### src/rtl/prog_loader.sv
// Program loader: turns a framed byte stream (A5, count, data, checksum) into
// 16-bit program RAM writes and holds the CPU in reset until a verified image is in.
module prog_loader #(
    parameter int ADDR_W         = 16,
    parameter int TIMEOUT_CYCLES = 1000000
) (
    input  logic              clk,
    input  logic              rst_n,
    input  logic              start,
    input  logic              in_valid,
    input  logic [7:0]        in_data,
    output logic              in_ready,
    output logic              mem_we,
    output logic [ADDR_W-1:0] mem_addr,
    output logic [15:0]       mem_wdata,
    output logic              cpu_rst_n,
    output logic              busy,
    output logic              done,
    output logic              error,
    output logic [ADDR_W:0]   words_written,
    output logic [2:0]        dbg_state
);
    localparam int CW = ADDR_W + 1;
    localparam int TW = $clog2(TIMEOUT_CYCLES + 1);

    typedef enum logic [2:0] {
        S_IDLE    = 3'd0,
        S_CNT_HI  = 3'd1,
        S_CNT_LO  = 3'd2,
        S_DATA_HI = 3'd3,
        S_DATA_LO = 3'd4,
        S_CHECK   = 3'd5,
        S_DONE    = 3'd6
    } state_t;

    state_t            r_state;
    logic [7:0]        r_cnt_hi;
    logic [7:0]        r_data_hi;
    logic [7:0]        r_sum;
    logic [CW-1:0]     r_count;
    logic [TW-1:0]     r_tmo;
    logic              r_mem_we;
    logic [ADDR_W-1:0] r_mem_addr;
    logic [15:0]       r_mem_wdata;
    logic              r_cpu_rst_n;
    logic              r_busy;
    logic              r_done;
    logic              r_error;
    logic [CW-1:0]     r_words_written;

    logic [15:0]       w_n;
    logic              w_n_bad;
    logic              w_accept;
    logic              w_active;
    logic              w_timeout;
    logic [CW-1:0]     w_ww_next;

    // A byte transfers on any edge where in_valid && in_ready; in_ready drops only in DONE.
    assign in_ready  = (r_state != S_DONE);
    assign w_accept  = in_valid && in_ready;
    assign w_n       = {r_cnt_hi, in_data};
    assign w_n_bad   = (w_n == 16'd0) || (64'(w_n) > (64'd1 << ADDR_W));
    assign w_active  = (r_state != S_IDLE) && (r_state != S_DONE);
    assign w_timeout = w_active && !w_accept && (r_tmo == TW'(TIMEOUT_CYCLES - 1));
    assign w_ww_next = r_words_written + CW'(1);

    always_ff @(posedge clk or negedge rst_n) begin
        if (!rst_n) begin
            r_state         <= S_IDLE;
            r_cnt_hi        <= '0;
            r_data_hi       <= '0;
            r_sum           <= '0;
            r_count         <= '0;
            r_tmo           <= '0;
            r_mem_we        <= 1'b0;
            r_mem_addr      <= '0;
            r_mem_wdata     <= '0;
            r_cpu_rst_n     <= 1'b0;
            r_busy          <= 1'b0;
            r_done          <= 1'b0;
            r_error         <= 1'b0;
            r_words_written <= '0;
        end else begin
            r_mem_we <= 1'b0;
            // Step past the word just strobed, but never beyond the last word of the frame.
            if (r_mem_we && (r_words_written != r_count))
                r_mem_addr <= r_mem_addr + ADDR_W'(1);

            if (w_accept || !w_active)
                r_tmo <= '0;
            else if (!w_timeout)
                r_tmo <= r_tmo + TW'(1);

            case (r_state)
                S_IDLE: begin
                    if (w_accept && (in_data == 8'hA5)) begin
                        r_state         <= S_CNT_HI;
                        r_error         <= 1'b0;
                        r_busy          <= 1'b1;
                        r_words_written <= '0;
                        r_sum           <= '0;
                        r_mem_addr      <= '0;
                    end
                end
                S_CNT_HI: begin
                    if (w_accept) begin
                        r_cnt_hi <= in_data;
                        r_state  <= S_CNT_LO;
                    end
                end
                S_CNT_LO: begin
                    if (w_accept) begin
                        if (w_n_bad) begin
                            r_error <= 1'b1;
                            r_busy  <= 1'b0;
                            r_state <= S_IDLE;
                        end else begin
                            r_count <= CW'(w_n);
                            r_state <= S_DATA_HI;
                        end
                    end
                end
                S_DATA_HI: begin
                    if (w_accept) begin
                        r_data_hi <= in_data;
                        r_sum     <= r_sum + in_data;
                        r_state   <= S_DATA_LO;
                    end
                end
                S_DATA_LO: begin
                    if (w_accept) begin
                        r_sum           <= r_sum + in_data;
                        r_mem_we        <= 1'b1;
                        r_mem_wdata     <= {r_data_hi, in_data};
                        r_words_written <= w_ww_next;
                        r_state         <= (w_ww_next == r_count) ? S_CHECK : S_DATA_HI;
                    end
                end
                S_CHECK: begin
                    if (w_accept) begin
                        r_busy <= 1'b0;
                        if (in_data == r_sum) begin
                            r_done      <= 1'b1;
                            r_cpu_rst_n <= 1'b1;
                            r_state     <= S_DONE;
                        end else begin
                            r_error <= 1'b1;
                            r_state <= S_IDLE;
                        end
                    end
                end
                S_DONE: begin
                    if (start) begin
                        r_cpu_rst_n <= 1'b0;
                        r_done      <= 1'b0;
                        r_state     <= S_IDLE;
                    end
                end
                default: r_state <= S_IDLE;
            endcase

            if (w_timeout) begin
                r_state <= S_IDLE;
                r_error <= 1'b1;
                r_busy  <= 1'b0;
            end
        end
    end

    assign mem_we        = r_mem_we;
    assign mem_addr      = r_mem_addr;
    assign mem_wdata     = r_mem_wdata;
    assign cpu_rst_n     = r_cpu_rst_n;
    assign busy          = r_busy;
    assign done          = r_done;
    assign error         = r_error;
    assign words_written = r_words_written;
    assign dbg_state     = r_state;
endmodule

### config.mk
export PLATFORM = sky130hd
export DESIGN_NAME = prog_loader
export DESIGN_NICKNAME = d
export VERILOG_FILES = /design/src/rtl/prog_loader.sv
export SDC_FILE = /design/constraint.sdc
export NUM_CORES = 1
export LEC_CHECK = 0
export ABC_AREA = 1
export CELL_PAD_IN_SITES_DETAIL_PLACEMENT = 0
export CELL_PAD_IN_SITES_GLOBAL_PLACEMENT = 1
export CORE_MARGIN = 4
export CORE_UTILIZATION = 42
export CTS_CLUSTER_SIZE = 20
export DETAILED_ROUTE_END_ITERATION = 10
export GPL_TIMING_DRIVEN = 0
export PLACE_DENSITY_LB_ADDON = 0.1
export SYNTH_ARGS = -nofsm -noshare
export SYNTH_HDL_FRONTEND = slang
export SYNTH_SLANG_ARGS = --single-unit
### constraint.sdc
create_clock -name clk -period 2.1 [get_ports clk]
set_input_delay 0.42 -clock clk [delete_from_list [all_inputs] [get_ports clk]]
set_output_delay 0.42 -clock clk [all_outputs]
set_load 0.05 [all_outputs]
---- After elaboration in Yosys (flattened, before gate mapping) ----
Index checks and enable logic that the tools add are counted.
W data, S select, Z words.
storage, ports and cells
  register bits after elaboration ......... 116
  input bits .............................. 12
  output and inout port bits .............. 58
  word-level logic and storage cells ...... 115
cells by class
  add/sub/neg operators ................... 4
  equal/unequal tests ..................... 28
  multiplexer cells ....................... 42
  bitwise logic cells ..................... 1
  reductions and logical operators ........ 27
operator list
  kind                     count
  $mux W16                 3
  $mux W20                 2
  $mux W17                 2
  $pmux W17 S2             1
  $mux W3                  10
  $ne A3 B3 Y1 const B     10
  $pmux W3 S7              1
  $add A20 B1 Y20 const B  1
  $eq A20 B20 Y1 const B   1
  $add A17 B1 Y17 const B  1
  $eq A17 B16 Y1           1
  $ne A17 B16 Y1           1
  $add A16 B1 Y16 const B  1
  $logic_not A16 Y1        1
  $mux W1                  16
  $mux W8                  2
  $pmux W8 S2              1
  $ne A2 B2 Y1 const B     5
  $eq A3 B3 Y1 const B     3
  $reduce_and A3 Y1        3
  $add A8 B8 Y8            1
  $eq A8 B8 Y1             1
  $eq A8 B8 Y1 const B     1
  $reduce_and A7 Y1        1
  other kinds (19)         32

---- Logic depth before layout (Yosys ltp) ----
  depth in word-level cells ............... 7
  gate-level depth with buffers ........... 17
  depth with buffers taken out ............ 17

---- Worst setup path after synthesis ----
OpenSTA, ideal clock, no wires.
  kind .................................... flip-flop to flip-flop
  start point ............................. register r_words_written[0] (netlist: words_written[0])
  end point ............................... register r_state[1] (netlist: dbg_state[1])
  library setup time ...................... 0.118 ns
  data arrival time ....................... 2.140 ns
  required time ........................... 1.982 ns
  setup slack ............................. -0.158 ns
  cell stages (with the launch flop) ...... 17
  path buffers ............................ 0
  period minus slack after synthesis ...... 2.258 ns
  cells stage by stage .................... dfrtp_1 ha_1 nand2_2 nor2_2 nand2_2 nor2_2 nand3_1 nand2_1 nand2_1 inv_2 nand2_1 nor2_1 nand2_1 nand2_1 nand2_1 nand2_1 nand2_1
between the ends
  word-level cells in the longest chain between the ends .. 6
ends and longest elaborated chain
  element                 RTL line  source
  from (decl)             49        logic [CW-1:0] r_words_written;
  from (signal assigned)  135       r_words_written <= w_ww_next;
  $add A17 B1 Y17         65        assign w_ww_next = r_words_written + CW'(1);
  $eq A17 B16 Y1          136       r_state <= (w_ww_next == r_count) ? S_CHECK : S_DATA_HI;
  $mux W3                 136
  $mux W3                 131       if (w_accept) begin
  $pmux W3 S7             94        case (r_state)
  $mux W3                 162       if (w_timeout) begin
  to (signal assigned)    136
  to (decl)               36        state_t r_state;
Every way passes these cells. The select of a mux whose other input is x is not followed.
A chain may end at the register's enable or synchronous reset.

---- Worst setup path after layout ----
  start point ............................. register r_mem_addr[3] (netlist: mem_addr[3])
  end point ............................... output port mem_addr[3]
RTL lines
  element                 RTL line  source
  from (decl)             43        logic [ADDR_W-1:0] r_mem_addr;
  from (signal assigned)  87        r_mem_addr <= r_mem_addr + ADDR_W'(1);
  to (decl)               14        output logic [ADDR_W-1:0] mem_addr,
No word-level cell between the ends.

==> results.json <==
{
  "syn_nets": 893,
  "coreArea_mm2": 0.0154,
  "fin_crit_ps": 2060,
  "maxCapViolations": 0,
  "netlist_area_mm2": 0.00668,
  "cpMaxStageDelayCell": "clkdlybuf4s50_1",
  "critical_path.top_delay_family": "buffers and inverters",
  "critPathMaxFanout": 4,
  "critPathRequiredTime_ps": 1680,
  "wirelength_mm": 18.0,
  "worst_slack_ps": 42.2,
  "port_buffers": 69,
  "wl_per_cell_um": 15.0,
  "dp.cells": 1151,
  "synth-edff-count": 0,
  "hpwl_mm": 13.3,
  "gp_congestion": 0.861,
  "hold_slack_ps": 469,
  "synth_cell_types": 47,
  "cts_tree": "yes",
  "holdCritStartpoint": "in_data[2]",
  "maxSlewViolCount": 0,
  "utilization_pct": 55.0,
  "min_period_over_period_pct": 98.0,
  "path_buf_inv": 1,
  "hold_path_class": "primary input to register",
  "timing.fmax_ghz": 0.486,
  "grt_antenna_before_repair": 0,
  "cts_made_buffers": 17,
  "drc": 0,
  "outcome": "finished clean",
  "hold_path_depth": 3,
  "die_h_um": 134,
  "power.density_mw_per_mm2": 1610,
  "pin_count": 70,
  "root_buffer": "clkbuf_16",
  "timing_worst_setup_path_type": "register to output port",
  "pre_cts_ws_ps": -604,
  "grt_pass1_wl_mm": 29.4,
  "clkTransAtPathRegs_ps": 60,
  "synth_seq_cells": 116,
  "htreeDepth": 4,
  "grt_max_degree": 62,
  "async_flop_share_pct": 100,
  "syn_inst": 870,
  "whs_endpoint": "r_count[2]",
  "reg2reg_slack_ps": 110,
  "synth_ff_type": "dfrtp_1",
  "yosysSeqAreaShare_pct": 43.4,
  "skew_ps": 7.98,
  "clock_sinks": 116,
  "vias": 6249,
  "layout_common_cells": "224 x nand2_1, 108 x dfrtp_1, 82 x inv_1",
  "power.static_leakage_nw": 3.94,
  "r2r_start": "words_written[0]",
  "cp-end-kind": "output port",
  "r2r_end": "dbg_state[1]",
  "die_w_um": 134,
  "clk_path_buf_depth": 2,
  "maxSlewHeadroom_pct": 62.7,
  "insertion_delay_ps": 420,
  "path_cells": "clkdlybuf4s50_1",
  "postRouteAntennaNets": 0,
  "dieArea_mm2": 0.0180,
  "drive_above_1_share_pct": 15.1,
  "start_util_pct": 43.5,
  "yosysWarnings": 0,
  "final_common_cell": "nand2_1",
  "peakVddDrop_uv": 719,
  "startpoint_type": "register",
  "finalHoldViolations": 0,
  "setup_viol": 0,
  "tightest_slew_ps": 559,
  "critical_path_arrival_ps": 1640,
  "avgSynthCellArea_um2": 7.68,
  "track_usage_pct": 20.3,
  "reg2reg_depth": 17,
  "fin_nets": 994,
  "grt_pass1_vias": 5811,
  "grt_overflow": 0,
  "vias_per_cell": 5.23,
  "dr.pass1.iters": 5,
  "critPathLaunch": "mem_addr[3]",
  "cp_slowest_stage_delay_ps": 820,
  "final_cell_count_no_fill": 1195,
  "placementRows": 45,
  "power.total_mw": 13.6,
  "drt_iter0_drc": 448,
  "n_antenna_cell": 0,
  "synthToLayoutAreaGrowth_pct": 26.5
}
## synth_stat cells (2+ instances only)
cell type,n,share of area (%)
a31oi_1,2,0.19
buf_4,4,0.45
a21oi_1,21,1.6
nor2_1,76,4.3
nor2_4,5,0.84
nand2_2,6,0.56
nand3_1,60,4.5
ha_1,10,1.9
nor3_2,2,0.30
inv_1,85,4.8
buf_2,6,0.45
clkbuf_1,6,0.34
o22ai_1,6,0.56
xor2_1,20,2.6
mux2_2,3,0.51
o21ai_1,34,2.5
dfrtp_1,116,43
nand2_1,225,13
buf_6,3,0.51
a211oi_1,2,0.22
o21ai_0,53,4.0
nand4_1,21,2.0
nor3_1,25,1.9
nor4_1,11,1.0
xnor2_1,10,1.3
o21ai_2,5,0.66
nand2_4,2,0.34
nand3_2,4,0.60
nor2_2,11,1.0
inv_2,19,1.1
## worst min-delay path, cell delays in order
cell            delay [ps]
dlymetal6s2s_1         220
nand2_1                120
o21ai_0                 70
## how the worst max path moves through the flow
stage	to	slack, ps	cells past startpoint
global placement	words_written[1]	-4490	1
detailed placement	words_written[12]	-600	10
CTS	words_written[12]	2	10
finish	mem_addr[3]	40	1
floorplan	dbg_state[1]	40	16
global route	r_tmo[18]	-10	12
## per-layer routing
metal  wire, um  GRT usage (%)  vias up
met3        804           4.46       24
met2       7980           29.8      154
met1       8890           30.2     2994
met4        280           5.60        0
li1           -              -     3077
met5          0              0        -
## cell type report
cell class	instances	area, um2
fill	1503	6910
multi-input combinational	631	3400
sequential	116	2910
timing repair buffer	82	790
clock buffer	17	425
inverter	104	390
tap	211	264
clock inverter	15	156
buffer	19	123
## registers in the layout, indices dropped and copies added (netlist names)
| name | flops |
|---|---|
| mem_addr | 16 |
| r_cnt_hi | 8 |
| mem_we | 1 |
| r_sum | 8 |
| done | 1 |
| mem_wdata | 16 |
| busy | 1 |
| r_data_hi | 8 |
| r_tmo | 20 |
| words_written | 17 |
| dbg_state | 3 |
| error | 1 |
| r_count | 16 |
## stage by stage
stage          instance area, um2  setup TNS [ps]
3_3_place_gp                 7640         -497660
6_report                     8460               0
4_1_cts                      8280               0
5_1_grt                      8460           -37.8
2_1_floorplan                6690               0
3_5_place_dp                 7670          -28020
## cell families after synthesis
| group | Yosys count | share of synthesized area, % |
|---|---|---|
| AOI/OAI and AO/OA | 132 | 11.0 |
| muxes | 3 | 0.505 |
| xor gates and xnor gates | 31 | 4.27 |
| DFF | 116 | 43.4 |
| adders and majority gates | 11 | 2.17 |
| buffers and inverters | 123 | 7.58 |
| and+or+nand+nor | 454 | 31.1 |
## what timing repair did
action,4_1_cts,5_1_grt
setup endpoints to repair,64,44
gates cloned,0,0
resized for setup,39,35
pin swaps,1,3
endpoints found under the hold margin,32,0
setup buffers,3,8
hold buffers,1,0
## power breakdown
group,total [mW],internal (mW),switching (mW)
Combinational,6.83,2.26,4.57
Sequential,3.91,3.06,0.842
Clock,2.89,1.68,1.21
Total,13.6,7.00,6.62
Power figures use the tool's default switching activity.
